--- config.mk ---
export PLATFORM = sky130hd
export DESIGN_NAME = multicycle_ctrl
export DESIGN_NICKNAME = d
export VERILOG_FILES = /design/src/rtl/multicycle_ctrl.sv
export SDC_FILE = /design/constraint.sdc
export NUM_CORES = 1
export LEC_CHECK = 0
export BUFFER_PORTS_ARGS = -buffer_cell sky130_fd_sc_hd__buf_4
export CORE_UTILIZATION = 41
export CTS_BUF_LIST = sky130_fd_sc_hd__clkbuf_8
export DETAILED_ROUTE_END_ITERATION = 16
export HOLD_SLACK_MARGIN = 0.05
export PLACE_DENSITY = 0.8
export SLEW_MARGIN = 25
export SYNTH_ARGS = -nofsm -noshare
export SYNTH_HDL_FRONTEND = slang
export SYNTH_SLANG_ARGS = --single-unit
--- constraint.sdc ---
create_clock -name clk -period 2.1 [get_ports clk]
set_input_delay 0.42 -clock clk [delete_from_list [all_inputs] [get_ports clk]]
set_output_delay 0.42 -clock clk [all_outputs]
set_load 0.02 [all_outputs]
--- src/rtl/multicycle_ctrl.sv ---
// multicycle_ctrl
//   Main control FSM of the multicycle RV32I core. Every instruction is
//   sequenced one state per clock through fetch, decode, execute, memory
//   and writeback. The datapath has one shared ALU and one memory port.
//   All outputs are combinational decodes of the current state, the IR
//   fields, the ALU flags and mem_ready. No output is registered.
//
//   Optional feature macro: MULTI_BRANCH_EN
//     defined   - beq/bne/blt/bge/bltu/bgeu are legal. Branch funct3 010
//                 and 011 halt the core.
//     undefined - only beq is legal. Every other branch funct3 halts.
//
// Ports
//   clk           in   system clock, rising edge
//   reset         in   synchronous active-high; next state is FETCH
//   instruction   in   IR contents; uses [6:0], [14:12] and [30]
//   N, Z, C, V    in   ALU flags of the current cycle's operation
//   mem_ready     in   memory completes the current access this cycle
//   PC_wren       out  PC register load
//   IR_wren       out  IR / old-PC register load
//   addr_sel      out  memory address: 0 = PC, 1 = result
//   mem_wren      out  memory write strobe
//   regfile_wren  out  register file write enable
//   ALU_asel      out  00 PC, 01 oldPC, 10 src1
//   ALU_bsel      out  00 src2, 01 ximm, 10 constant 4
//   result_sel    out  00 ALU_out reg, 01 data reg, 10 ALU_result
//   ximm_sel      out  00 I, 01 S, 10 B, 11 J
//   ALU_control   out  ALU operation code
//   jalr_mask     out  clear bit 0 of the PC-path result
//   halted        out  FSM is in HALT
module multicycle_ctrl (
    input  logic        clk,
    input  logic        reset,
    input  logic [31:0] instruction,
    input  logic        N,
    input  logic        Z,
    input  logic        C,
    input  logic        V,
    input  logic        mem_ready,
    output logic        PC_wren,
    output logic        IR_wren,
    output logic        addr_sel,
    output logic        mem_wren,
    output logic        regfile_wren,
    output logic [1:0]  ALU_asel,
    output logic [1:0]  ALU_bsel,
    output logic [1:0]  result_sel,
    output logic [1:0]  ximm_sel,
    output logic [3:0]  ALU_control,
    output logic        jalr_mask,
    output logic        halted
);

    typedef enum logic [3:0] {
        S_FETCH, S_DECODE, S_MEMADR, S_MEMREAD, S_MEMWB, S_MEMWRITE,
        S_EXEC_R, S_EXEC_I, S_ALUWB, S_BRANCH, S_JAL, S_JALR_ADR,
        S_JALR, S_HALT
    } state_t;

    localparam logic [6:0] OP_LOAD   = 7'b0000011;
    localparam logic [6:0] OP_STORE  = 7'b0100011;
    localparam logic [6:0] OP_R      = 7'b0110011;
    localparam logic [6:0] OP_I      = 7'b0010011;
    localparam logic [6:0] OP_BRANCH = 7'b1100011;
    localparam logic [6:0] OP_JAL    = 7'b1101111;
    localparam logic [6:0] OP_JALR   = 7'b1100111;

    localparam logic [3:0] ALU_ADD = 4'b0000;
    localparam logic [3:0] ALU_SUB = 4'b0001;

    state_t      r_state;
    state_t      w_next;
    logic [6:0]  w_opcode;
    logic [2:0]  w_funct3;
    logic        w_bit30;
    logic        w_branch_legal;
    logic        w_taken;
    logic        w_pc_wren;
    logic        w_ir_wren;
    logic        w_mem_wren;
    logic        w_rf_wren;
    logic        w_unused_bits;

    assign w_opcode      = instruction[6:0];
    assign w_funct3      = instruction[14:12];
    assign w_bit30       = instruction[30];
    assign w_unused_bits = ^{instruction[31], instruction[29:15], instruction[11:7]};

    // funct3 -> ALU op. bit30 selects SUB only for R-type, SRA for both.
    function automatic logic [3:0] f_alu_op(input logic [2:0] f3,
                                            input logic       is_r,
                                            input logic       b30);
        logic [3:0] op;
        case (f3)
            3'b000:  op = (is_r && b30) ? ALU_SUB : ALU_ADD;
            3'b001:  op = 4'b0110;
            3'b010:  op = 4'b0101;
            3'b011:  op = 4'b1001;
            3'b100:  op = 4'b0100;
            3'b101:  op = b30 ? 4'b1000 : 4'b0111;
            3'b110:  op = 4'b0011;
            default: op = 4'b0010;
        endcase
        return op;
    endfunction

`ifdef MULTI_BRANCH_EN
    assign w_branch_legal = (w_funct3 != 3'b010) && (w_funct3 != 3'b011);
`else
    assign w_branch_legal = (w_funct3 == 3'b000);
`endif

    // Flags come from src1 - src2 computed in BRANCH. C means no borrow.
    always_comb begin
        w_taken = 1'b0;
        case (w_funct3)
            3'b000:  w_taken = Z;
            3'b001:  w_taken = ~Z;
            3'b100:  w_taken = N ^ V;
            3'b101:  w_taken = ~(N ^ V);
            3'b110:  w_taken = ~C;
            3'b111:  w_taken = C;
            default: w_taken = 1'b0;
        endcase
    end

    always_ff @(posedge clk) begin
        if (reset) begin
            r_state <= S_FETCH;
        end else begin
            r_state <= w_next;
        end
    end

    always_comb begin
        w_next      = r_state;
        w_pc_wren   = 1'b0;
        w_ir_wren   = 1'b0;
        w_mem_wren  = 1'b0;
        w_rf_wren   = 1'b0;
        addr_sel    = 1'b0;
        ALU_asel    = 2'b00;
        ALU_bsel    = 2'b00;
        result_sel  = 2'b00;
        ximm_sel    = 2'b00;
        ALU_control = ALU_ADD;
        jalr_mask   = 1'b0;
        halted      = 1'b0;
        case (r_state)
            S_FETCH: begin
                ALU_bsel   = 2'b10;
                result_sel = 2'b10;
                if (mem_ready) begin
                    w_ir_wren = 1'b1;
                    w_pc_wren = 1'b1;
                    w_next    = S_DECODE;
                end
            end
            S_DECODE: begin
                // Branch target is precomputed here into ALU_out.
                ALU_asel = 2'b01;
                ALU_bsel = 2'b01;
                ximm_sel = (w_opcode == OP_BRANCH) ? 2'b10 : 2'b11;
                case (w_opcode)
                    OP_LOAD, OP_STORE: w_next = S_MEMADR;
                    OP_R:              w_next = S_EXEC_R;
                    OP_I:              w_next = S_EXEC_I;
                    OP_BRANCH:         w_next = w_branch_legal ? S_BRANCH : S_HALT;
                    OP_JAL:            w_next = S_JAL;
                    OP_JALR:           w_next = S_JALR_ADR;
                    default:           w_next = S_HALT;
                endcase
            end
            S_MEMADR: begin
                ALU_asel = 2'b10;
                ALU_bsel = 2'b01;
                if (w_opcode == OP_STORE) begin
                    ximm_sel = 2'b01;
                    w_next   = S_MEMWRITE;
                end else begin
                    w_next   = S_MEMREAD;
                end
            end
            S_MEMREAD: begin
                addr_sel = 1'b1;
                if (mem_ready) w_next = S_MEMWB;
            end
            S_MEMWB: begin
                result_sel = 2'b01;
                w_rf_wren  = 1'b1;
                w_next     = S_FETCH;
            end
            S_MEMWRITE: begin
                addr_sel   = 1'b1;
                w_mem_wren = 1'b1;
                if (mem_ready) w_next = S_FETCH;
            end
            S_EXEC_R: begin
                ALU_asel    = 2'b10;
                ALU_control = f_alu_op(w_funct3, 1'b1, w_bit30);
                w_next      = S_ALUWB;
            end
            S_EXEC_I: begin
                ALU_asel    = 2'b10;
                ALU_bsel    = 2'b01;
                ALU_control = f_alu_op(w_funct3, 1'b0, w_bit30);
                w_next      = S_ALUWB;
            end
            S_ALUWB: begin
                w_rf_wren = 1'b1;
                w_next    = S_FETCH;
            end
            S_BRANCH: begin
                ALU_asel    = 2'b10;
                ALU_control = ALU_SUB;
                w_pc_wren   = w_taken;
                w_next      = S_FETCH;
            end
            S_JAL: begin
                ALU_asel  = 2'b01;
                ALU_bsel  = 2'b10;
                w_pc_wren = 1'b1;
                w_next    = S_ALUWB;
            end
            S_JALR_ADR: begin
                ALU_asel = 2'b10;
                ALU_bsel = 2'b01;
                w_next   = S_JALR;
            end
            S_JALR: begin
                ALU_asel  = 2'b01;
                ALU_bsel  = 2'b10;
                jalr_mask = 1'b1;
                w_pc_wren = 1'b1;
                w_next    = S_ALUWB;
            end
            S_HALT: begin
                halted = 1'b1;
            end
            default: begin
                w_next = S_FETCH;
            end
        endcase
    end

    // Reset suppresses every architectural write in the cycle it is seen.
    assign PC_wren      = w_pc_wren  & ~reset;
    assign IR_wren      = w_ir_wren  & ~reset;
    assign mem_wren     = w_mem_wren & ~reset;
    assign regfile_wren = w_rf_wren  & ~reset;

endmodule

### Word-level counts from Yosys, hierarchy flattened

Index checks and enable logic that the tools add are counted.

* input port bits: 39
* flip-flop bits (word level): 4
* output and inout bits: 19

* mux-type cells: 27
* bitwise gates (word level): 10
* eq/ne operators: 30
* reduce and logical (&&, ||, !) cells: 12

Operator list (number)
* $pmux W4 S7: 2
* $pmux W4 S8: 1
* $eq A4 B4 Y1 const B: 6
* $pmux W4 S6: 1
* $eq A7 B7 Y1 const B: 3
* $eq A4 B3 Y1 const B: 4
* $mux W4: 4
* $pmux W2 S2: 4
* $eq A7 B6 Y1 const B: 2
* $eq A3 B3 Y1 const B: 4
* $pmux W4 S3: 1
* $mux W1: 10
* $eq A4 B2 Y1 const B: 2
* $reduce_or A2 Y1: 4
* $reduce_or A4 Y1: 2
* $eq A7 B2 Y1 const B: 1
* $eq A7 B5 Y1 const B: 1
* $eq A3 B2 Y1 const B: 2
* $mux W3: 2
* $ne A2 B2 Y1 const B: 3
* $pmux W1 S6: 1
* $reduce_or A3 Y1: 2
* $not A1 Y1: 5
* $reduce_or A5 Y1: 1
* 8 further kinds: 11

### Longest topological paths before layout

* word-level depth: 5
* gate-level depth with buffers: 6

### Worst setup path before layout

Ideal clock, no wire load.

* path kind: register to output
* start point: reg r_state[2]
* end point: out ALU_control[2]
* arrival: 1.947 ns
* cell stages (with the launch flop): 5
* slack: -0.267 ns
* buffers on the path: 2
* cell sequence: dfxtp_1 > clkbuf_1 > buf_2 > nand2_1 > a2111oi_0

* word-level cells in the longest chain between the ends: 2
* elaborated cells on any way between the ends: 4

Ends and longest elaborated chain
* start, declared: line 71 `state_t r_state;`
* start signal, assigned: line 131 `r_state <= w_next;`
* $eq A4 B4 Y1 / $eq A4 B3 Y1 (equally long branches): line 149 `case (r_state)`
* $pmux W4 S3 *: line 149
* end, declared: line 49 `output logic [3:0] ALU_control,`

Every way passes the cells marked *; elsewhere a longest branch is shown, timed or not.

### Worst setup path in the final report

* start point: reg r_state[1]
* end point: out ALU_control[2]

Same word-level chain as after synthesis.

==> flow_metrics.env <==
export IMPL_status="finished clean"
export IMPL_syn_area_per_cell_um2=7.01
export IMPL_netlist_top_cells_count="nor2_1, nand2_1, nor2b_1, nor3_1, o21ai_0"
export IMPL_required_ns=1.68
export IMPL_crit_start="r_state[1]$_SDFFE_PP0P_"
export IMPL_crit_end="ALU_control[2]"
export IMPL_ff2ff_path_depth=5
export IMPL_dieWidth_um=46.5
export IMPL_cp_slowest_cell="dfxtp_1"
export IMPL_syn_num_nets=155
export IMPL_place_ws_ns=0.237
export IMPL_drc=0
export IMPL_routedWlPerCell_um=12.5
export IMPL_worst_setup_path_end_kind="primary output"
export IMPL_slew_headroom_pct=72.3
export IMPL_dr_wl_met3_um=113
export IMPL_cts_sinks=4
export IMPL_place_congestion=0.805
export IMPL_period_share_pct=92.4
export IMPL_fp_dieArea_um2=2170
export IMPL_root_buffer="clkbuf_8"
export IMPL_postLayoutCellArea_um2=1130
export IMPL_place_area_um2=1080
export IMPL_crit_family="flip-flops"
export IMPL_p_per_area_nw_per_um2=848
export IMPL_cts_buffers=3
export IMPL_wirelength_um=2170
export IMPL_regArea_um2=82.6
export IMPL_instances_no_fill=174
export IMPL_cp_num_buf_inv=1
export IMPL_max_cap_violations=0
export IMPL_ys_types=43
export IMPL_antenna_found_initial=0
export IMPL_period_needed_ns=1.94
export IMPL_avgViaCountPerCell=5.69
export IMPL_firstDrtPassIters=4
export IMPL_hp_start="reset"
export IMPL_ys_seq_area_share_pct=9.85
export IMPL_place_hpwl_um=1700
export IMPL_highest_layer="met4"
export IMPL_wl_met1_um=995
export IMPL_largest_reg_flops=4
export IMPL_ant_nets=0
export IMPL_dp_cells=171
export IMPL_synth_top_area_share_pct=9.85
export IMPL_grt_pass1_wl_um=3650
export IMPL_dieHeight_um=46.5
export IMPL_r2r_setup_slack_ns=0.59
export IMPL_netlist_area_um2=813
export IMPL_r2r_start="r_state[0]$_SDFFE_PP0P_"
export IMPL_tritoncts="done"
export IMPL_yosysTopAreaCell="dfxtp_1"
export IMPL_synth_seq_cells=4
export IMPL_routed_via_count=990
export IMPL_crit_cells=4
export IMPL_wl_met2_um=1050
export IMPL_timing_rr_end="r_state[2]$_SDFFE_PP0P_"
export IMPL_slew_violations=0
export IMPL_finalNetCount=190
export IMPL_cts_clk_slew_worst_paths_ns=0.03
export IMPL_critical_path_arrival_ns=1.52
export IMPL_async_flop_share_pct=0
export IMPL_peakVddDrop_mv=0.693
export IMPL_power_leakage_nw=0.475
export IMPL_hold_ws_ns=0.410
export IMPL_multi_input_area_um2=648
export IMPL_top_regs="r_state (4)"
export IMPL_p_total_mw=0.961
export IMPL_core_area_um2=1780
export IMPL_grt_overflow_total=0
export IMPL_drive_above_1_share_pct=36.2
export IMPL_rows=15
export IMPL_post_cts_setup_buffers=0
export IMPL_rsz0062_at_grt="no"
export IMPL_drt_iter0_drc=32
export IMPL_postCtsHoldBufs=0
export IMPL_finalHoldViolCount=0
export IMPL_cts_path_max_buffers=2
export IMPL_syn2layout_area_growth_pct=39.4
export IMPL_fillCellCount=175
export IMPL_grt_usage_pct=23.0
export IMPL_synth_most_common_cell="nor2_1"
export IMPL_path_cells="nor2b_2, nand2_1, a2111oi_2, buf_4"
export IMPL_final_util_pct=63.6
export IMPL_setup_slack_ns=0.159
export IMPL_start_util_pct=45.6
export IMPL_synth_cells=116
export IMPL_finalClockSkew_ns=0.00495
export IMPL_diodes=0
export IMPL_ys_top_cells_by_area="dfxtp_1, nor2b_1, nor2_1"
export IMPL_start_kind="register"
export IMPL_io_buffer_count=36
export IMPL_worst_pin_slew_ns=0.410
export IMPL_grt_max_degree=22
export IMPL_synth_warnings=0
export IMPL_hold_path_class="input port to register"
export IMPL_cp_max_fo=5
export IMPL_cp_slowest_stage_delay_ns=0.40
export IMPL_grt_pass1_vias=848
export IMPL_fmax_mhz=515
export IMPL_worstSetupPathType="register to primary output"
export IMPL_io_pins=58
export IMPL_htreeDepth=1
export IMPL_synth_edf_count=0
export IMPL_synth_flop_cell="dfxtp_1"
export IMPL_setup_violations=0
export IMPL_clock_latency_ns=0.22
export IMPL_tns_ns=0
export IMPL_top_register="r_state"
[metal layers]
metal	global-route usage, %	vias up
met5	0	-
met1	32.7	449
met4	5.88	0
li1	-	506
met3	4.71	2
met2	34.7	33
[final cells by class]
| type | count | area share, % |
|---|---|---|
| inverters | 4 | 1.32 |
| multi-input cells | 96 | 57.2 |
| repair buffers | 42 | 27.8 |
| clock buffers | 3 | 3.64 |
| well taps | 25 | 2.76 |
| flip-flops and latches | 4 | 7.28 |
[cell usage in the layout (no fill, tap or decap), types with 2 or more instances in the layout]
cell type | synthesis | routed
nor3b_1 | 2 | 2
o22a_1 | 2 | 2
nand2b_1 | 3 | 3
or4b_1 | 2 | 2
xor2_1 | 3 | 3
nand3b_1 | 2 | 2
and3_1 | 2 | 2
nor3_1 | 7 | 6
a21oi_1 | 6 | 6
o21ai_0 | 7 | 7
nor4b_1 | 2 | 2
inv_1 | 4 | 4
a31oi_1 | 5 | 5
nand2_1 | 7 | 7
o211ai_1 | 3 | 3
buf_4 | 0 | 42
nor2b_1 | 7 | 6
clkbuf_8 | 2 | 3
dfxtp_1 | 4 | 2
a32o_1 | 2 | 2
dfxtp_2 | 0 | 2
nor2_1 | 10 | 10
o22ai_1 | 2 | 2
xnor2_1 | 3 | 3
nand4b_1 | 2 | 2
[kinds of logic (layout without fill, tap and decap cells)]
logic type | count (synthesis) | in the layout | synth area share, %
AOI/OAI and AO/OA | 39 | 39 | 34.6
xor gates and xnor gates | 6 | 6 | 6.46
buffers and inverters | 16 | 49 | 12.5
DFF | 4 | 4 | 9.85
and+or+nand+nor | 51 | 51 | 36.6
[where the power goes]
group          total [mW]  leakage [nW]  switching (mW)  internal [mW]
combinational       0.664         0.420           0.370          0.294
sequential          0.134        0.0336          0.0372         0.0973
clock               0.163        0.0216          0.0404          0.122
[how the worst min path moves through the flow]
stage / slack [ns] / depth (start not counted) / to
floorplan: 0.49 / 1 / r_state[3]$_SDFFE_PP0P_
global placement: 0.65 / 2 / r_state[3]$_SDFFE_PP0P_
detailed placement: 0.65 / 2 / r_state[3]$_SDFFE_PP0P_
CTS: 0.42 / 2 / r_state[3]$_SDFFE_PP0P_
global route: 0.41 / 2 / r_state[3]$_SDFFE_PP0P_
finish: 0.41 / 2 / r_state[3]$_SDFFE_PP0P_
[timing repair]
| item | in CTS | in global routing |
|---|---|---|
| endpoints found under the hold margin | 0 | 0 |
| setup endpoints to repair | 0 | 2 |
| gates resized for setup | 0 | 4 |
No activity file was read; power rests on OpenSTA's default activity.
